### src/rtl/alu_uart_frame_ctrl.sv
// alu_uart_frame_ctrl
// Frame parser / reply generator between the UART FIFOs and an ALU.
// Request frame : SYNC_BYTE, opcode, A (NBYTES, little-endian), B (NBYTES, little-endian)
// Reply         : result (NBYTES, little-endian, zero-padded), status {0.., zero}
// An inter-byte timeout inside a request frame abandons the frame silently
// apart from a one-cycle o_timeout_tick pulse.

module alu_uart_frame_ctrl #(
  parameter int              DBIT      = 8,
  parameter int              NB_OP     = 6,
  parameter int              NB_AB     = 16,
  parameter logic [DBIT-1:0] SYNC_BYTE = 8'hA5,
  parameter int              TIMEOUT   = 1000
) (
  input  logic             clock,
  input  logic             i_reset,
  // RX FIFO side
  input  logic             i_rx_empty,
  input  logic [DBIT-1:0]  i_r_data,
  output logic             o_rd_uart,
  // TX FIFO side
  input  logic             i_tx_full,
  output logic [DBIT-1:0]  o_w_data,
  output logic             o_wr_uart,
  // ALU side
  output logic [NB_AB-1:0] o_alu_a,
  output logic [NB_AB-1:0] o_alu_b,
  output logic [NB_OP-1:0] o_alu_op,
  input  logic [NB_AB-1:0] i_alu_result,
  // status
  output logic             o_busy,
  output logic             o_timeout_tick
);

  localparam int NBYTES = (NB_AB + DBIT - 1) / DBIT;
  localparam int WW     = NBYTES * DBIT;
  localparam int CW     = (NBYTES > 1) ? $clog2(NBYTES) : 1;
  localparam int TW     = (TIMEOUT > 1) ? $clog2(TIMEOUT) : 1;

  localparam logic [CW-1:0] LAST_BYTE = CW'(NBYTES - 1);
  localparam logic [TW-1:0] TMO_LAST  = TW'(TIMEOUT - 1);

  typedef enum logic [2:0] {
    S_IDLE,
    S_GET_OP,
    S_GET_A,
    S_GET_B,
    S_EXEC,
    S_SEND_RES,
    S_SEND_STAT
  } state_e;

  state_e            state_q, state_d;
  logic [CW-1:0]     cnt_q, cnt_d;
  logic [TW-1:0]     tmo_q, tmo_d;
  logic              gap_q;
  logic [NB_OP-1:0]  op_q, op_d;
  logic [NB_AB-1:0]  a_q, a_d;
  logic [NB_AB-1:0]  b_q, b_d;
  logic [NB_AB-1:0]  res_q, res_d;
  logic              zero_q, zero_d;
  logic              busy_q;

  logic              rx_state;
  logic              tmo_state;
  logic              tx_state;
  logic              rd;
  logic              wr;
  logic              expire;
  logic [WW-1:0]     fill_w;
  logic [WW-1:0]     res_wide;
  logic [DBIT-1:0]   tx_byte;

  // Handshake strobes: pops never back-to-back, pushes only when TX has room.
  always_comb begin
    rx_state  = (state_q == S_IDLE) || (state_q == S_GET_OP) ||
                (state_q == S_GET_A) || (state_q == S_GET_B);
    tmo_state = (state_q == S_GET_OP) || (state_q == S_GET_A) ||
                (state_q == S_GET_B);
    tx_state  = (state_q == S_SEND_RES) || (state_q == S_SEND_STAT);
    rd        = rx_state && !i_rx_empty && !gap_q && !i_reset;
    // A byte waiting at expiry suppresses the timeout; it is popped instead.
    expire    = tmo_state && (tmo_q == TMO_LAST) && i_rx_empty && !i_reset;
    wr        = tx_state && !i_tx_full && !i_reset;
  end

  // Outgoing byte: selected result byte or the status byte, stable while stalled.
  always_comb begin
    res_wide = WW'(res_q);
    tx_byte  = '0;
    if (state_q == S_SEND_RES) begin
      tx_byte = res_wide[int'(cnt_q) * DBIT +: DBIT];
    end else if (state_q == S_SEND_STAT) begin
      tx_byte = DBIT'(zero_q);
    end
  end

  // Next-state, operand assembly and counter logic.
  always_comb begin
    // NOTE: every variable gets a default first so no path can infer a latch.
    state_d = state_q;
    cnt_d   = cnt_q;
    tmo_d   = tmo_q;
    op_d    = op_q;
    a_d     = a_q;
    b_d     = b_q;
    res_d   = res_q;
    zero_d  = zero_q;

    // Little-endian byte insert into the operand currently being received.
    fill_w = WW'((state_q == S_GET_B) ? b_q : a_q);
    fill_w[int'(cnt_q) * DBIT +: DBIT] = i_r_data;

    if (tmo_state && (tmo_q != TMO_LAST)) begin
      tmo_d = tmo_q + 1'b1;
    end

    unique case (state_q)
      S_IDLE: begin
        tmo_d = '0;
        if (rd && (i_r_data == SYNC_BYTE)) begin
          state_d = S_GET_OP;
        end
      end

      S_GET_OP: begin
        if (rd) begin
          op_d    = i_r_data[NB_OP-1:0];
          a_d     = '0;
          cnt_d   = '0;
          tmo_d   = '0;
          state_d = S_GET_A;
        end else if (expire) begin
          tmo_d   = '0;
          state_d = S_IDLE;
        end
      end

      S_GET_A: begin
        if (rd) begin
          a_d   = fill_w[NB_AB-1:0];
          tmo_d = '0;
          if (cnt_q == LAST_BYTE) begin
            cnt_d   = '0;
            b_d     = '0;
            state_d = S_GET_B;
          end else begin
            cnt_d = cnt_q + 1'b1;
          end
        end else if (expire) begin
          tmo_d   = '0;
          cnt_d   = '0;
          state_d = S_IDLE;
        end
      end

      S_GET_B: begin
        if (rd) begin
          b_d   = fill_w[NB_AB-1:0];
          tmo_d = '0;
          if (cnt_q == LAST_BYTE) begin
            cnt_d   = '0;
            state_d = S_EXEC;
          end else begin
            cnt_d = cnt_q + 1'b1;
          end
        end else if (expire) begin
          tmo_d   = '0;
          cnt_d   = '0;
          state_d = S_IDLE;
        end
      end

      S_EXEC: begin
        res_d   = i_alu_result;
        zero_d  = (i_alu_result == '0);
        cnt_d   = '0;
        state_d = S_SEND_RES;
      end

      S_SEND_RES: begin
        if (wr) begin
          if (cnt_q == LAST_BYTE) begin
            cnt_d   = '0;
            state_d = S_SEND_STAT;
          end else begin
            cnt_d = cnt_q + 1'b1;
          end
        end
      end

      S_SEND_STAT: begin
        if (wr) begin
          state_d = S_IDLE;
        end
      end

      default: begin
        state_d = S_IDLE;
        cnt_d   = '0;
        tmo_d   = '0;
      end
    endcase
  end

  // State and datapath registers with synchronous active-high reset.
  always_ff @(posedge clock) begin
    // NOTE: registered state uses non-blocking assignments so all flops update together.
    if (i_reset) begin
      state_q <= S_IDLE;
      cnt_q   <= '0;
      tmo_q   <= '0;
      gap_q   <= 1'b0;
      op_q    <= '0;
      a_q     <= '0;
      b_q     <= '0;
      res_q   <= '0;
      zero_q  <= 1'b0;
      busy_q  <= 1'b0;
    end else begin
      state_q <= state_d;
      cnt_q   <= cnt_d;
      tmo_q   <= tmo_d;
      gap_q   <= rd;
      op_q    <= op_d;
      a_q     <= a_d;
      b_q     <= b_d;
      res_q   <= res_d;
      zero_q  <= zero_d;
      busy_q  <= (state_d != S_IDLE);
    end
  end

  assign o_rd_uart      = rd;
  assign o_wr_uart      = wr;
  assign o_w_data       = i_reset ? '0 : tx_byte;
  assign o_alu_a        = a_q;
  assign o_alu_b        = b_q;
  assign o_alu_op       = op_q;
  assign o_busy         = busy_q;
  assign o_timeout_tick = expire;

endmodule
### config.mk
export PLATFORM = sky130hd
export DESIGN_NAME = alu_uart_frame_ctrl
export DESIGN_NICKNAME = d
export VERILOG_FILES = /design/src/rtl/alu_uart_frame_ctrl.sv
export SDC_FILE = /design/constraint.sdc
export NUM_CORES = 1
export LEC_CHECK = 0
export ABC_AREA = 1
export BUFFER_PORTS_ARGS = -buffer_cell sky130_fd_sc_hd__buf_4
export CAP_MARGIN = 20
export CORE_MARGIN = 5
export CORE_UTILIZATION = 30
export DETAILED_ROUTE_END_ITERATION = 12
export GPL_ROUTABILITY_DRIVEN = 0
export PLACE_DENSITY_LB_ADDON = 0.25
export SLEW_MARGIN = 20
export SYNTH_ARGS = -nofsm -noshare
export SYNTH_HDL_FRONTEND = slang
export SYNTH_SLANG_ARGS = --single-unit
### constraint.sdc
create_clock -name clock -period 1.6 [get_ports clock]
set_input_delay 0.16 -clock clock [delete_from_list [all_inputs] [get_ports clock]]
set_output_delay 0.16 -clock clock [all_outputs]
set_load 0.05 [all_outputs]
==> impl_results.md <==
- Cell chosen for the clock root: clkbuf_16
- Critical path launch point type: flip-flop
- Netlist area before placement: 0.00339 sq mm
- Xor/xnor cell area share of the yosys netlist: 0.0155
- Register area share after synthesis: 0.420
- Total I/O pin count: 78
- Drt total wl: 10.7 mm
- Number of iterations in the first detailed-routing pass: 4
- Half-perimeter wire length after placement: 7.40 mm
- First-pass GRT wire length: 17.3 mm
- Hold violation total from the final report: 0
- Dpl cells: 709
- CTS tree: yes
- Clk sink count: 71
- Die extent in y: 116 um
- Synthesized-area fraction occupied by and/or/nand/nor cells: 0.306
- Status: complete, but fails checks
- Worst-margin pin slew: 439 ps
- Drt initial violations: 246
- Fill cell instance count of the final layout: 1101
- Number of setup violations in the final report: 1
- Critical path fanouts, max: 4
- Minimum clock period: 1600 ps
- Highest cell delay on the worst timing path: 360 ps
- Adder-cell share of the synthesized area: 0.00369
- Horizontal die dimension: 116 um
- Flip-flop and latch count after synthesis: 71
- Count of hold-fix buffers inserted at cts: 0
- Floorplan Core Area: 0.0109 sq mm
- Total via count after detailed routing: 3592
- Syn_nets: 519
- Total power after layout: 4.25 mW
- Worst min-delay path category: in -> reg
- Main combinational cell family by area after synthesis: simple AND/OR/NAND/NOR gates
- Unrepaired setup endpoints after global routing: true
- Max Transition Viols Final: 0
- PnR worst setup slack: -2.24 ps
- Critical path data arrival time: 1440 ps
- Crit path buf inv count: 2
- Clk_skew: 5.47 ps
- Start-to-end type of the worst setup path: reg -> out
- Residual antenna-violating net count after detailed routing: 0
- Maximum buffer depth of the clock tree: 2
- Max-capacitance violation count: 0
- Utilization of the core after routing: 0.444
- Synth Instances: 490
- Die footprint: 0.0135 sq mm
- Detailed-route wire length per cell: 14.7 um
- Failing checks: negative setup slack
- Synth Area in Compound Gates: 0.184
- Warning count from the yosys run: 0
- Achievable Freq: 0.624 GHz
- Worst path slowest cell: dfxtp_4
- Worst-case hold slack: 60.4 ps
- # rows: 38
- Maximum number of pins on one net before global-route repair: 35
- Post-layout nets: 614
- Starting utilization of the core area: 0.310
- Clock insertion delay at the later pin of the skew report: 330 ps
- Clock transition time at the flip-flop clock pins of the worst setup and hold paths: 60 ps
- Grt ovf: 0
- Port buffer count: 77
- Worst endpoint required time: 1440 ps
- Power per cell area: 875 mW/mm^2
- Synthesis-to-layout area growth: 43.5%
- CP endpoint kind: primary output
- Total routing resource utilization after global routing: 0.161
- Initial antenna violation count: 0
- DRC errors left: 0
- Share of post-route cells with drive strength above 1: 0.310
- Per-cell via count in the routed design: 4.92
- Count of different cell masters after synthesis: 31
- Final cycle utilization of the critical path: 1.00
- Antenna diode count: 0
- Peak supply drop: 0.000572 V
- Synthesized area per cell: 6.91 sq um
- Clock buffer count from CTS: 9
- Share of synthesized area spent on multiplexers: 0.00296
- Top delay family on crit path: simple AND/OR/NAND/NOR gates
- Via count of the first global-routing pass: 3481
- Post-layout instance count excluding filler cells: 730
- Post-placement worst setup slack: 57.7 ps
- Tightest slew margin relative to the limit: 0.704
- Static leakage power: 1.97 nW
- H-tree depth reported by CTS: 3
- Critical path, cell by cell: ha_4 -> nand2_4 -> nor3_4 -> nand3_2 -> inv_2 -> buf_8
per-layer routing:
layer  vias to the layer above  share of wire  global-route usage
met5                         -              0                   0
met4                         0          0.017              0.0681
met3                        16          0.060              0.0352
met2                       111           0.47               0.247
met1                      1667           0.45               0.218
li1                       1798              -                   -
logic make-up (layout without fill, tap and decap cells):
group / count (synthesis) / in the layout
multiplexers: 1 / 1
AND/OR/NAND/NOR: 244 / 244
buffers and inverters: 52 / 152
AO/OA/AOI/OAI: 115 / 115
flip-flops: 71 / 71
adder cells (fa/ha/maj): 1 / 1
XOR/XNOR: 6 / 6
metrics by stage:
step | cell area, sq um | setup TNS [ps]
floorplan | 3410 | -2340
global placement | 4250 | 0
detailed placement | 4250 | 0
CTS | 4770 | 0
global route | 4860 | -391
finish | 4860 | -2.24
worst register-to-register path, delay by kind of cell, from the launching register on:
| family | cells | cell delay, ps |
|---|---|---|
| AND/OR/NAND/NOR | 3 | 470 |
| AO/OA/AOI/OAI | 2 | 250 |
| flip-flops | 1 | 390 |
| buffers and inverters | 3 | 320 |
Yosys cell counts:
| cell type | count | share of area |
|---|---|---|
| nand2_1 | 112 | 0.12 |
| nor2_1 | 91 | 0.10 |
| dfxtp_1 | 71 | 0.42 |
| a21oi_1 | 49 | 0.072 |
| o21ai_0 | 44 | 0.065 |
| inv_1 | 27 | 0.030 |
| nand3_1 | 15 | 0.022 |
| o22ai_1 | 15 | 0.028 |
| clkbuf_1 | 12 | 0.013 |
| xor2_1 | 6 | 0.016 |
| buf_2 | 5 | 0.0074 |
| nor3_1 | 5 | 0.0074 |
| nor2_2 | 4 | 0.0074 |
| nor4_1 | 4 | 0.0074 |
| buf_6 | 3 | 0.010 |
| inv_2 | 3 | 0.0033 |
| nand2_2 | 3 | 0.0055 |
| nand4_1 | 3 | 0.0055 |
| nor2_4 | 3 | 0.010 |
| o21ai_2 | 3 | 0.0078 |
| o22ai_2 | 2 | 0.0074 |
| and3_1 | 1 | 0.0018 |
| buf_4 | 1 | 0.0022 |
| ha_1 | 1 | 0.0037 |
| inv_4 | 1 | 0.0018 |
| mux2i_1 | 1 | 0.0030 |
| nand2_4 | 1 | 0.0033 |
| nor2_8 | 1 | 0.0059 |
| nor3_4 | 1 | 0.0048 |
| o21ai_1 | 1 | 0.0015 |
| o31ai_1 | 1 | 0.0022 |
area by class of cell:
cell class              count  area, sq um  share of cell area
repair buffers            105          862               0.177
clock buffers               9          225              0.0463
well taps                 140          175              0.0360
multi-input cells         367         1910               0.393
clock inverters             7          120              0.0247
flip-flops and latches     71         1440               0.296
inverters                  31          125              0.0257
path summary, 6_finish.rpt:
check                                 startpoint             end  slack, ps  cells past startpoint
worst max-delay path                    tmo_q[1]  o_timeout_tick         -2                      6
worst min-delay path            i_alu_result[12]       res_q[12]         60                      3
worst max register to register        state_q[1]      o_alu_b[8]        100                      8
worst min register to register       o_alu_a[11]     o_alu_a[11]        480                      2
layout by cell type, fill, tap and decap left out, types with 6 or more instances in the layout:
master     synthesis  final
nand2_1          112    104
buf_4              1     91
nor2_1            91     87
dfxtp_1           71     64
o21ai_0           44     43
a21oi_1           49     42
inv_1             27     21
o22ai_1           15     15
nand3_1           15     12
buf_6              3     11
clkbuf_16          0      9
nand2_2            3      8
nor2_4             3      7
inv_2              3      7
a21oi_2            0      6
xor2_1             6      6
sequential cells by signal, indices dropped and copies added, names as in the netlist:
name      flops
cnt_q         1
res_q        16
o_alu_b      16
state_q       3
tmo_q        10
o_busy        1
o_alu_op      6
o_alu_a      16
zero_q        1
gap_q         1
repair_timing:
action | in CTS | in global routing
endpoints found under the setup margin | 9 | 15
setup buffers | 4 | 1
gates resized for setup | 41 | 26
pin swaps | 8 | 7
report_power, final:
part	leakage, nW	switching, mW	total (mW)	internal [mW]
sequential	0.577	0.000866	1.76	1.76
combinational	1.23	0.0982	0.164	0.0660
clock	0.166	0.798	2.33	1.53
Note: power is estimated with default switching activity, not from simulation.
